File: config.mk
export PLATFORM = sky130hd
export DESIGN_NAME = dec_64b_arb
export DESIGN_NICKNAME = d
export VERILOG_FILES = /design/src/rtl/dec_64b_arb.sv
export SDC_FILE = /design/constraint.sdc
export NUM_CORES = 1
export LEC_CHECK = 0
export ABC_AREA = 1
export CAP_MARGIN = 0
export CORE_ASPECT_RATIO = 2
export CORE_UTILIZATION = 46
export CTS_CLUSTER_SIZE = 14
export DETAILED_ROUTE_END_ITERATION = 10
export PLACE_DENSITY = 0.8
export SYNTH_ARGS = -nofsm -noshare
export SYNTH_HDL_FRONTEND = slang
export SYNTH_SLANG_ARGS = --single-unit
File: constraint.sdc
create_clock -name clk_i -period 2.6 [get_ports clk_i]
set_input_delay 0.39 -clock clk_i [delete_from_list [all_inputs] [get_ports clk_i]]
set_output_delay 0.39 -clock clk_i [all_outputs]
set_load 0.005 [all_outputs]
File: src/rtl/dec_64b_arb.sv
// rtl/dec_64b_arb.sv - round-robin arbiter sharing one 6-to-64 one-hot decoder

module dec_64b #(
    parameter int REG_OUT = 1
) (
    input  logic        clk_i,
    input  logic        rst_i,
    input  logic [5:0]  in_data_i,
    input  logic        in_valid_i,
    output logic [63:0] out_data_o,
    output logic        out_valid_o
);
    logic [63:0] onehot;

    assign onehot = in_valid_i ? (64'd1 << in_data_i) : 64'd0;

    generate
        if (REG_OUT != 0) begin : g_reg
            logic [63:0] data_q, data_d;
            logic        valid_q, valid_d;

            always_comb begin
                data_d  = onehot;
                valid_d = in_valid_i;
            end

            always_ff @(posedge clk_i or posedge rst_i) begin
                if (rst_i) begin
                    data_q  <= '0;
                    valid_q <= 1'b0;
                end else begin
                    data_q  <= data_d;
                    valid_q <= valid_d;
                end
            end

            assign out_data_o  = data_q;
            assign out_valid_o = valid_q;
        end else begin : g_comb
            assign out_data_o  = onehot;
            assign out_valid_o = in_valid_i;
        end
    endgenerate
endmodule

module dec_64b_arb #(
    parameter  int NUM_REQ = 4,
    parameter  int REG_OUT = 1,
    localparam int ID_W    = $clog2(NUM_REQ)
) (
    input  logic                 clk_i,
    input  logic                 rst_i,
    input  logic [NUM_REQ*6-1:0] req_data_i,
    input  logic [NUM_REQ-1:0]   req_valid_i,
    input  logic [NUM_REQ-1:0]   req_last_i,
    output logic [NUM_REQ-1:0]   req_ready_o,
    output logic [63:0]          out_data_o,
    output logic [ID_W-1:0]      out_id_o,
    output logic                 out_last_o,
    output logic                 out_valid_o
);
    typedef enum logic {ST_IDLE = 1'b0, ST_LOCK = 1'b1} state_t;

    state_t            state_q, state_d;
    logic [ID_W-1:0]   ptr_q, ptr_d;
    logic [ID_W-1:0]   own_q, own_d;

    logic              gnt_vld;
    logic [ID_W-1:0]   gnt_id;
    logic [ID_W-1:0]   cand;
    logic              acc;
    logic              acc_last;
    logic [5:0]        acc_data;

    // Descending scan so the nearest valid requester after ptr is the last to assign.
    always_comb begin
        gnt_vld = 1'b0;
        gnt_id  = '0;
        cand    = '0;
        if (state_q == ST_LOCK) begin
            gnt_vld = req_valid_i[own_q];
            gnt_id  = own_q;
        end else begin
            for (int off = NUM_REQ; off >= 1; off--) begin
                cand = ID_W'((int'(ptr_q) + off) % NUM_REQ);
                if (req_valid_i[cand]) begin
                    gnt_vld = 1'b1;
                    gnt_id  = cand;
                end
            end
        end
    end

    assign acc         = gnt_vld & ~rst_i;
    assign req_ready_o = acc ? (NUM_REQ'(1) << gnt_id) : '0;
    assign acc_last    = req_last_i[gnt_id];
    assign acc_data    = req_data_i[6*int'(gnt_id) +: 6];

    always_comb begin
        state_d = state_q;
        ptr_d   = ptr_q;
        own_d   = own_q;
        if (acc) begin
            if (acc_last) begin
                ptr_d   = gnt_id;
                state_d = ST_IDLE;
            end else if (state_q == ST_IDLE) begin
                own_d   = gnt_id;
                state_d = ST_LOCK;
            end
        end
    end

    always_ff @(posedge clk_i or posedge rst_i) begin
        if (rst_i) begin
            state_q <= ST_IDLE;
            ptr_q   <= ID_W'(NUM_REQ - 1);
            own_q   <= '0;
        end else begin
            state_q <= state_d;
            ptr_q   <= ptr_d;
            own_q   <= own_d;
        end
    end

    dec_64b #(
        .REG_OUT (REG_OUT)
    ) u_dec (
        .clk_i       (clk_i),
        .rst_i       (rst_i),
        .in_data_i   (acc_data),
        .in_valid_i  (acc),
        .out_data_o  (out_data_o),
        .out_valid_o (out_valid_o)
    );

    // Tag delay line matches the decoder latency so id/last line up with out_valid_o.
    generate
        if (REG_OUT != 0) begin : g_tag_reg
            logic [ID_W-1:0] id_q, id_d;
            logic            last_q, last_d;

            always_comb begin
                id_d   = acc ? gnt_id : '0;
                last_d = acc & acc_last;
            end

            always_ff @(posedge clk_i or posedge rst_i) begin
                if (rst_i) begin
                    id_q   <= '0;
                    last_q <= 1'b0;
                end else begin
                    id_q   <= id_d;
                    last_q <= last_d;
                end
            end

            assign out_id_o   = id_q;
            assign out_last_o = last_q;
        end else begin : g_tag_comb
            assign out_id_o   = acc ? gnt_id : '0;
            assign out_last_o = acc & acc_last;
        end
    endgenerate
endmodule
==> results_dict.tcl, run 1 <==
set metrics [dict create \
    worst_path_most_repeated_cell "sky130_fd_sc_hd__nand2_2" \
    critPathLaunchType "register" \
    p_leak_nw 2.546 \
    maximum_operating_frequency_mhz 379.7 \
    die_w_um 62.02 \
    period_minus_slack_ns 2.634 \
    report.final.slew_viol_count 0 \
    fillers 429 \
    critical_path_arrival_ns 2.24 \
    drt_pass_1_iters 5 \
    setup-violations-final 4 \
    fp.dieArea_um2 7569 \
    global_route.usage.total_pct 26.22 \
    crit_path_cell_trace "buf_6 > nand2_4 > nand2_2 > nand2_2 > nand2_2 > inv_2 > buf_6 > a21oi_2 > nor2_2 > nor2_2 > buf_4 > nor3_2 > buf_2" \
    detail_route.wl_per_cell_um 17.28 \
    grt_setup_unrepaired "yes" \
    reported_net_switching_power_w 0.003197 \
    floorplan.initialDensity_pct 47.76 \
    placed_area_um2 4508 \
    area_growth_pct 65.50 \
    insertion_delay_ns 0.33 \
    power.share.sequential_pct 18.8 \
    max_cap_viol_count 0 \
    regArea_um2 1829 \
    synth.yosys.seq_area_share_pct 55.19 \
    last_weighted_congestion_value_of_the_routability_driven_placer 0.8918 \
    nNetsFinal 559 \
    final-hold-violation-count 0 \
    internal_power_w 0.003972 \
    route.detailed.vias_per_inst 5.529 \
    combined_buffer_and_inverter_count_along_the_critical_path 5 \
    worst_path_largest_cell_delay_ns 0.60 \
    fin_skew_ns 0.005400 \
    io_buffer_count 105 \
    cts.root.buffer_cell "sky130_fd_sc_hd__clkbuf_16" \
    layout.cell_area.non_filler_um2 5485 \
    cell_row_count 43 \
    core_um2 6940 \
    diodes 0 \
    worst_min_path_class "in -> async" \
    run_status "finished with violations" \
    place.detailed.instances 568 \
    via_count 3428 \
    switching_share_pct 44.59 \
    synth.ff_latch_count 73 \
    cts_tree "yes" \
    syn-cell-area_um2 3314 \
    synth.avg_cell_area_um2 8.838 \
    route.final.wire_length_um 10710 \
    timing.max_slew.rel_slack_pct 62.93 \
    overflow 0 \
    drt_drc_violations_left 0 \
    maximum_number_of_pins_on_one_net_before_global_route_repair 53 \
    fin_setup_tns_ns -0.1049 \
    place.detailed.hpwl_um 6430 \
    grt_pass1_wl_um 14010 \
    power.combinational.fraction_pct 63.5 \
    synth.distinct_cells 25 \
    rr_startpoint "ptr_q[0]$_DFFE_PP1P_" \
    synthesis.yosys.warnings 0 \
    layout-drive-gt1-share_pct 28.11 \
    kind_of_cell_adding_the_most_delay_to_the_critical_path "flip-flops" \
    worst_slew_pin_slew_ns 0.5553 \
    multi_input_comb_area_um2 1543 \
    post_cts_hold_buffers 0 \
    vdd_ir_drop_max_v 0.0009713 \
    drc_marker_count_from_the_first_detailed_route_iteration 184 \
    tritoncts_num_sinks 73 \
    cts.reportedPaths.clkPinSlew_ns 0.05 \
    postLayoutSetupSlackWorst_ns -0.03370 \
    syn-instance-count 375 \
    number_of_global_route_vias_before_repair 3063 \
    crit_required_ns 2.21 \
    power_per_cell_area_nw_per_um2 1307 \
    share_of_power_burned_in_the_clock_network_pct 17.7 \
    reg2reg_path_depth 18 \
    antenna_left 0 \
    cts_made_buffers 9 \
    r2r-end "u_dec.out_data_o[14]$_DFF_PP0_" \
    clock_tree.buffer_depth 2 \
    ioPinCount 106 \
    setup.worst_path.end_class "primary output" \
    report.power.total_w 0.007169 \
    worst-path-max-fanout 5 \
    critPathSlowestCell "sky130_fd_sc_hd__dfstp_2" \
    post-route-period-util_pct 101.3 \
    non_filler_instance_count_after_layout 620 \
    worst-r2r-setup-slack_ns -0.03 \
    vert_die_dim_um 122.0 \
    htree_num_levels 3 \
    timing.setup.critical_path_class "reg -> out" \
    syn_nets 409 \
    grt_antenna_before_repair 0 \
    violations "setup timing" \
]
-- worst max path at each step --
stage                               from                        endpoint  slack [ns]  cells after the start
CTS                 ptr_q[0]$_DFFE_PP1P_                  req_ready_o[3]       -0.02                     11
detailed placement        req_valid_i[0]                  req_ready_o[3]       -0.28                     10
floorplan                          rst_i           out_id_o[0]$_DFF_PP0_        0.36                      1
global placement          req_valid_i[0]                  req_ready_o[0]       -0.19                     10
finish              ptr_q[0]$_DFFE_PP1P_                  req_ready_o[0]       -0.03                     13
global route        ptr_q[0]$_DFFE_PP1P_  u_dec.out_data_o[16]$_DFF_PP0_       -0.16                     17
-- synthesized netlist by cell type --
master	count	area [um2]
sky130_fd_sc_hd__nand3_4	1	17.52
sky130_fd_sc_hd__inv_4	1	6.260
sky130_fd_sc_hd__clkinv_1	1	3.750
sky130_fd_sc_hd__nand3b_1	2	15.01
sky130_fd_sc_hd__nand3_1	28	140.1
sky130_fd_sc_hd__and2_1	2	12.51
sky130_fd_sc_hd__nand2_1	80	300.3
sky130_fd_sc_hd__nand2_2	14	87.58
sky130_fd_sc_hd__nor3_1	4	20.02
sky130_fd_sc_hd__a31oi_1	1	6.260
sky130_fd_sc_hd__dfstp_2	2	52.55
sky130_fd_sc_hd__nor2_4	6	67.56
sky130_fd_sc_hd__inv_1	21	78.83
sky130_fd_sc_hd__nor2_1	72	270.3
sky130_fd_sc_hd__inv_2	1	3.750
sky130_fd_sc_hd__o21ai_0	6	30.03
sky130_fd_sc_hd__a21oi_1	5	25.02
sky130_fd_sc_hd__nand3_2	3	30.03
sky130_fd_sc_hd__dfrtp_1	71	1777
sky130_fd_sc_hd__buf_4	5	37.54
sky130_fd_sc_hd__buf_2	7	35.03
sky130_fd_sc_hd__buf_6	6	67.56
sky130_fd_sc_hd__a21boi_2	1	11.26
sky130_fd_sc_hd__nand4_1	32	200.2
sky130_fd_sc_hd__nor2_2	3	18.77
-- power groups by stage --
stage	combinational [W]	sequential, W	clock [W]
2_1_floorplan	0.00210	0.00135	0
3_3_place_gp	0.00288	0.00137	0
3_5_place_dp	0.00295	0.00137	0
4_1_cts	0.00336	0.00134	0.00127
5_1_grt	0.00479	0.00136	0.00132
6_report	0.00455	0.00135	0.00127
-- worst reg2reg max path: cells and delay by family (launching register included) --
family | cells | cell delay, ns
buffers and inverters | 5 | 0.53
AND/OR/NAND/NOR | 13 | 1.41
flip-flops | 1 | 0.60
-- what timing repair did --
item                       in CTS  in global routing
setup buffers                  11                 18
pin swaps                       8                 32
setup endpoints to repair      67                 74
gates cloned                    0                  7
resized for setup              35                 69
-- placed cells by master (no fill, tap or decap), drive strengths merged, types with 4 or more instances in the layout --
| cell | Yosys | routed |
|---|---|---|
| nand4 | 32 | 32 |
| o21ai | 6 | 6 |
| buf | 18 | 50 |
| nand3 | 32 | 33 |
| nor2 | 81 | 81 |
| nor3 | 4 | 4 |
| dfrtp | 71 | 71 |
| nand2 | 94 | 96 |
| clkbuf | 0 | 16 |
| inv | 23 | 23 |
| a21oi | 5 | 5 |
| clkdlybuf4s50 | 0 | 101 |
-- cell families (layout without fill, tap and decap cells) --
family / count (synthesis) / count (layout) / share of synthesized area (%)
flops: 73 / 73 / 55.19
simple gates: 247 / 250 / 35.60
buf+inv: 42 / 194 / 7.021
compound gates: 13 / 13 / 2.190
-- per-stage QoR --
step	util, %	setup WS [ns]	hold WS (ns)
2_1_floorplan	-	0.3600	0.4779
3_3_place_gp	64.95	-0.1936	0.5483
3_5_place_dp	64.95	-0.2831	0.5565
4_1_cts	71.97	-0.02404	0.5076
5_1_grt	79.03	-0.1590	0.5903
6_report	79.03	-0.03370	0.5387
-- state kept, by name (all words and copies together) (netlist names) --
signal and flops:
out_id_o 2, out_last_o 1, own_q 2, ptr_q 2
state_q 1, u_dec.out_data_o 64, u_dec.out_valid_o 1
-- layer usage --
layer / GRT usage, % / wire length (um) / vias to the layer above
li1: - / - / 1515
met1: 24.06 / 3284 / 1640
met2: 48.07 / 6179 / 212
met3: 4.883 / 581 / 61
met4: 17.36 / 668 / 0
met5: 0 / 0 / -
-- area by class of cell --
class	instances	share of cell area, %
timing repair buffer	154	29.22
multi-input combinational	263	28.13
tap	90	2.053
clock inverter	3	1.186
clock buffer	13	4.380
inverter	24	1.688
sequential	73	33.35
Note: power is estimated with default switching activity, not from simulation.
==> run 2: changes to the inputs <==
SLEW_MARGIN = 20   (was unset)
==> results of run 2 <==
Same layout as run 1: the final DEF is identical, and so are final timing and power.
==> edit 1, RTL diff (config.mk and constraints of run 1) <==
`NUM_REQ`: 4 -> 16.
--- a/src/rtl/dec_64b_arb.sv
+++ b/src/rtl/dec_64b_arb.sv
@@ -46,3 +46,3 @@
 module dec_64b_arb #(
-    parameter  int NUM_REQ = 4,
+    parameter  int NUM_REQ = 16,
     parameter  int REG_OUT = 1,
Interface: changed (5 resized); port bits go from 106 to 216. No check against the original RTL was run, so the function may have changed too.
==> edit 1 against run 1 <==
The run now fails in 5_1_grt; synthesized cell count rose to 2.6 times the old value; synthesized area rose by 85%.
==> edit 1: results (changes against run 1) <==
Longest Clk Path Bufs - 2 (unchanged)
Root Buffer - clkbuf_16 (unchanged)
cts bufs inserted - 9 (unchanged)
worst_ep grt - u_dec.out_data_o[28]$_DFF_PP0_/D
I/O Buffers - 215 (was 105)
H-tree levels - 3 (unchanged)
Stopped at - 5_1_grt
register area share after synthesis - 32.4% (was 55.2%)
Worst endpoint type - sequential cell input
Post-synth top cells - nand2_1 (322), nand3_1 (165), nor2_1 (110) (was nand2_1 (80), nor2_1 (72), dfrtp_1 (71))
syn_nets - 1109 (was 409)
grt total ovfl - 608
Error - [ERROR GRT-0232] Routing congestion too high. Check the congestion heatmap in the GUI.
top cells by area, synth - dfrtp_1 (31%), nand2_1 (20%), nand3_1 (14%), nor2_1 (6.8%), nand4_1 (4.3%) (was dfrtp_1 (54%), nand2_1 (9.1%), nor2_1 (8.2%), nand4_1 (6.0%), nand3_1 (4.2%))
GPL Wtd Cong - 0.963 (was 0.892)
Detail Placement HPWL - 19.7 mm (was 6.43 mm)
Post-synth ARST share - 100% (unchanged)
Ys Warns - 0 (unchanged)
top_reg_cell synth - dfrtp_1 (unchanged)
Synth cell types - 38 (was 25)
Synth Area per Inst - 6.29 µm² (was 8.84 µm²)
placed cell area - 9440 µm² (was 4510 µm²)
Clock Sinks - 79 (was 73)
status - aborted with a tool error (was finished, violations left)
pin count of the biggest net entering global routing - 80
total track usage - 88.6%
-- edit 1: kinds of logic after synthesis --
family / after synthesis / synth area share, %
AND/OR/NAND/NOR: 684 / 49.6
buffers and inverters: 124 / 9.29
flip-flops: 79 / 32.4
AO/OA/AOI/OAI: 71 / 6.12
XOR/XNOR: 7 / 1.13
adder cells (fa/ha/maj): 7 / 1.43
-- edit 1: routing by layer --
metal	GRT overflow	track usage (%)
met5	0	7.58
met4	166	109
met3	6	62.3
met2	430	115
met1	6	80.9
-- edit 1: per-stage QoR --
step           TNS [ns]  hold slack, ns  utilization, %  setup WS (ns)  instances
3_3_place_gp    -139.37           0.525            72.6          -1.63       1430
3_5_place_dp    -140.64           0.559            72.6          -1.62       1430
4_1_cts         -125.91           0.580            90.1          -1.44       1511
2_1_floorplan    -95.03           0.472               -          -1.10        972
-- edit 1: what timing repair did --
item	4_1_cts
resized for setup	348
pin swaps	85
gates cloned	15
setup buffers	51
setup endpoints to repair	95
==> edit 2, RTL diff (config.mk and constraints of run 1) <==
Without the edit above. Reset style: synchronous (`rst_i`), changed in 3 clocked blocks.
--- a/src/rtl/dec_64b_arb.sv
+++ b/src/rtl/dec_64b_arb.sv
@@ -26,3 +26,3 @@
 
-            always_ff @(posedge clk_i or posedge rst_i) begin
+            always_ff @(posedge clk_i) begin
                 if (rst_i) begin
@@ -113,3 +113,3 @@
 
-    always_ff @(posedge clk_i or posedge rst_i) begin
+    always_ff @(posedge clk_i) begin
         if (rst_i) begin
@@ -147,3 +147,3 @@
 
-            always_ff @(posedge clk_i or posedge rst_i) begin
+            always_ff @(posedge clk_i) begin
                 if (rst_i) begin
Formal check against the unedited RTL: differs if rst_i is asserted again (counterexample within 4 cycles, from zero or initial values and one cycle with rst_i high); with rst_i held inactive, the same outputs for 4 cycles.
==> edit 2 against run 1 <==
Total power shrank 8.9%; global-route usage shrank 1.4 points; critical endpoint unchanged; first-iteration DRC count shrank 26%; sequential cell count is the same; setup slack gained 0.18 ns; design area shrank 16%; die area shrank 11%; synthesized area shrank 11%; routed wire length shrank 24%; utilization shrank 3.1 points; maximum frequency grew 7.4%.
==> edit 2: results (changes against run 1) <==
status - complete, no violations (was finished, violations left)
clk tree area frac - 7.18% (was 5.57%)
met3 global-route usage - 5.62% (was 4.88%)
Crit Path Max Fanout - 3 (was 5)
Setup WS pre-CTS - -0.257 ns (was -0.283 ns)
clk_skew - 0.00427 ns (was 0.00540 ns)
RR Endpoint - u_dec.out_data_o[49]$_SDFF_PP0_ (was u_dec.out_data_o[14]$_DFF_PP0_)
Placed Cells - 558 (was 568)
reg-to-reg setup timing slack - 0.22 ns (was -0.03 ns)
number of global-route vias before repair - 2734 (was 3063)
filler instances - 444 (was 429)
Peak VDD IR - 1220 µV (was 971 µV)
met1 usage - 23.3% (was 24.1%)
Mapped Cells - 360 (was 375)
Post-synth ARST share - 0% (was 100%)
Comb. pwr - 3830 µW (was 4550 µW)
placed cell area - 4230 µm² (was 4510 µm²)
leakage power - 0.00190 µW (was 0.00255 µW)
WL met3 - 380 µm (was 581 µm)
Worst R2R Start - ptr_q[0]$_SDFFE_PP1P_ (was ptr_q[0]$_DFFE_PP1P_)
DRT iter0 DRCs - 137 (was 184)
drt pass-1 iters - 4 (was 5)
clock network power share - 20.5% (was 17.7%)
net load switching power - 2830 µW (was 3200 µW)
Min-Delay Path Class - flip-flop to flip-flop (was input port to async pin)
relative slew slack - 81.1% (was 62.9%)
Seq/total area - 31.8% (was 33.3%)
Via-to-Cell Ratio - 5.11 (was 5.53)
Buffers, non-clock - 134 (was 154)
Post-Syn Area - 2940 µm² (was 3310 µm²)
final net count - 520 (was 559)
Post-synth top cells - nor2_1 (75), dfxtp_1 (73), nand2_1 (62) (was nand2_1 (80), nor2_1 (72), dfrtp_1 (71))
Multi-In Gates - 244 (was 263)
syn_nets - 394 (was 409)
fraction of area in multi-input gates - 27.1% (was 28.1%)
Combinational Power Share - 58.7% (was 63.5%)
total track usage - 24.8% (was 26.2%)
## edit 2: changes by cell type after synthesis, sizes merged, moves of 2 or more
cell,change
dfstp,-2
o211ai,+3
dfxtp,+73
and2,-2
nand2,-20
dfrtp,-71
nand3,+6
## edit 2: worst max-delay path: stages
cell and delay (ns):
clkdlybuf4s50_1 0.47, inv_1 0.07, o21ai_1 0.17, nor2_1 0.10, nand3_1 0.09, nor2_1 0.05, nor3_2 0.19, buf_4 0.16
nand2_1 0.05, nor2_1 0.08, dlygate4sd2_1 0.24
## edit 2: cells by family after synthesis
logic type / after synthesis / share of synthesized area [%]
flops: 73 / 49.8
compound gates: 15 / 3.41
buf+inv: 43 / 8.61
simple gates: 229 / 38.2
## edit 2: repair_timing
| action | 4_1_cts | 5_1_grt |
|---|---|---|
| setup endpoints to repair | 4 | 67 |
| resized for setup | 9 | 9 |
| hold buffers | 0 | 0 |
| pin swaps | 1 | 7 |
| buffers inserted | 1 | 0 |
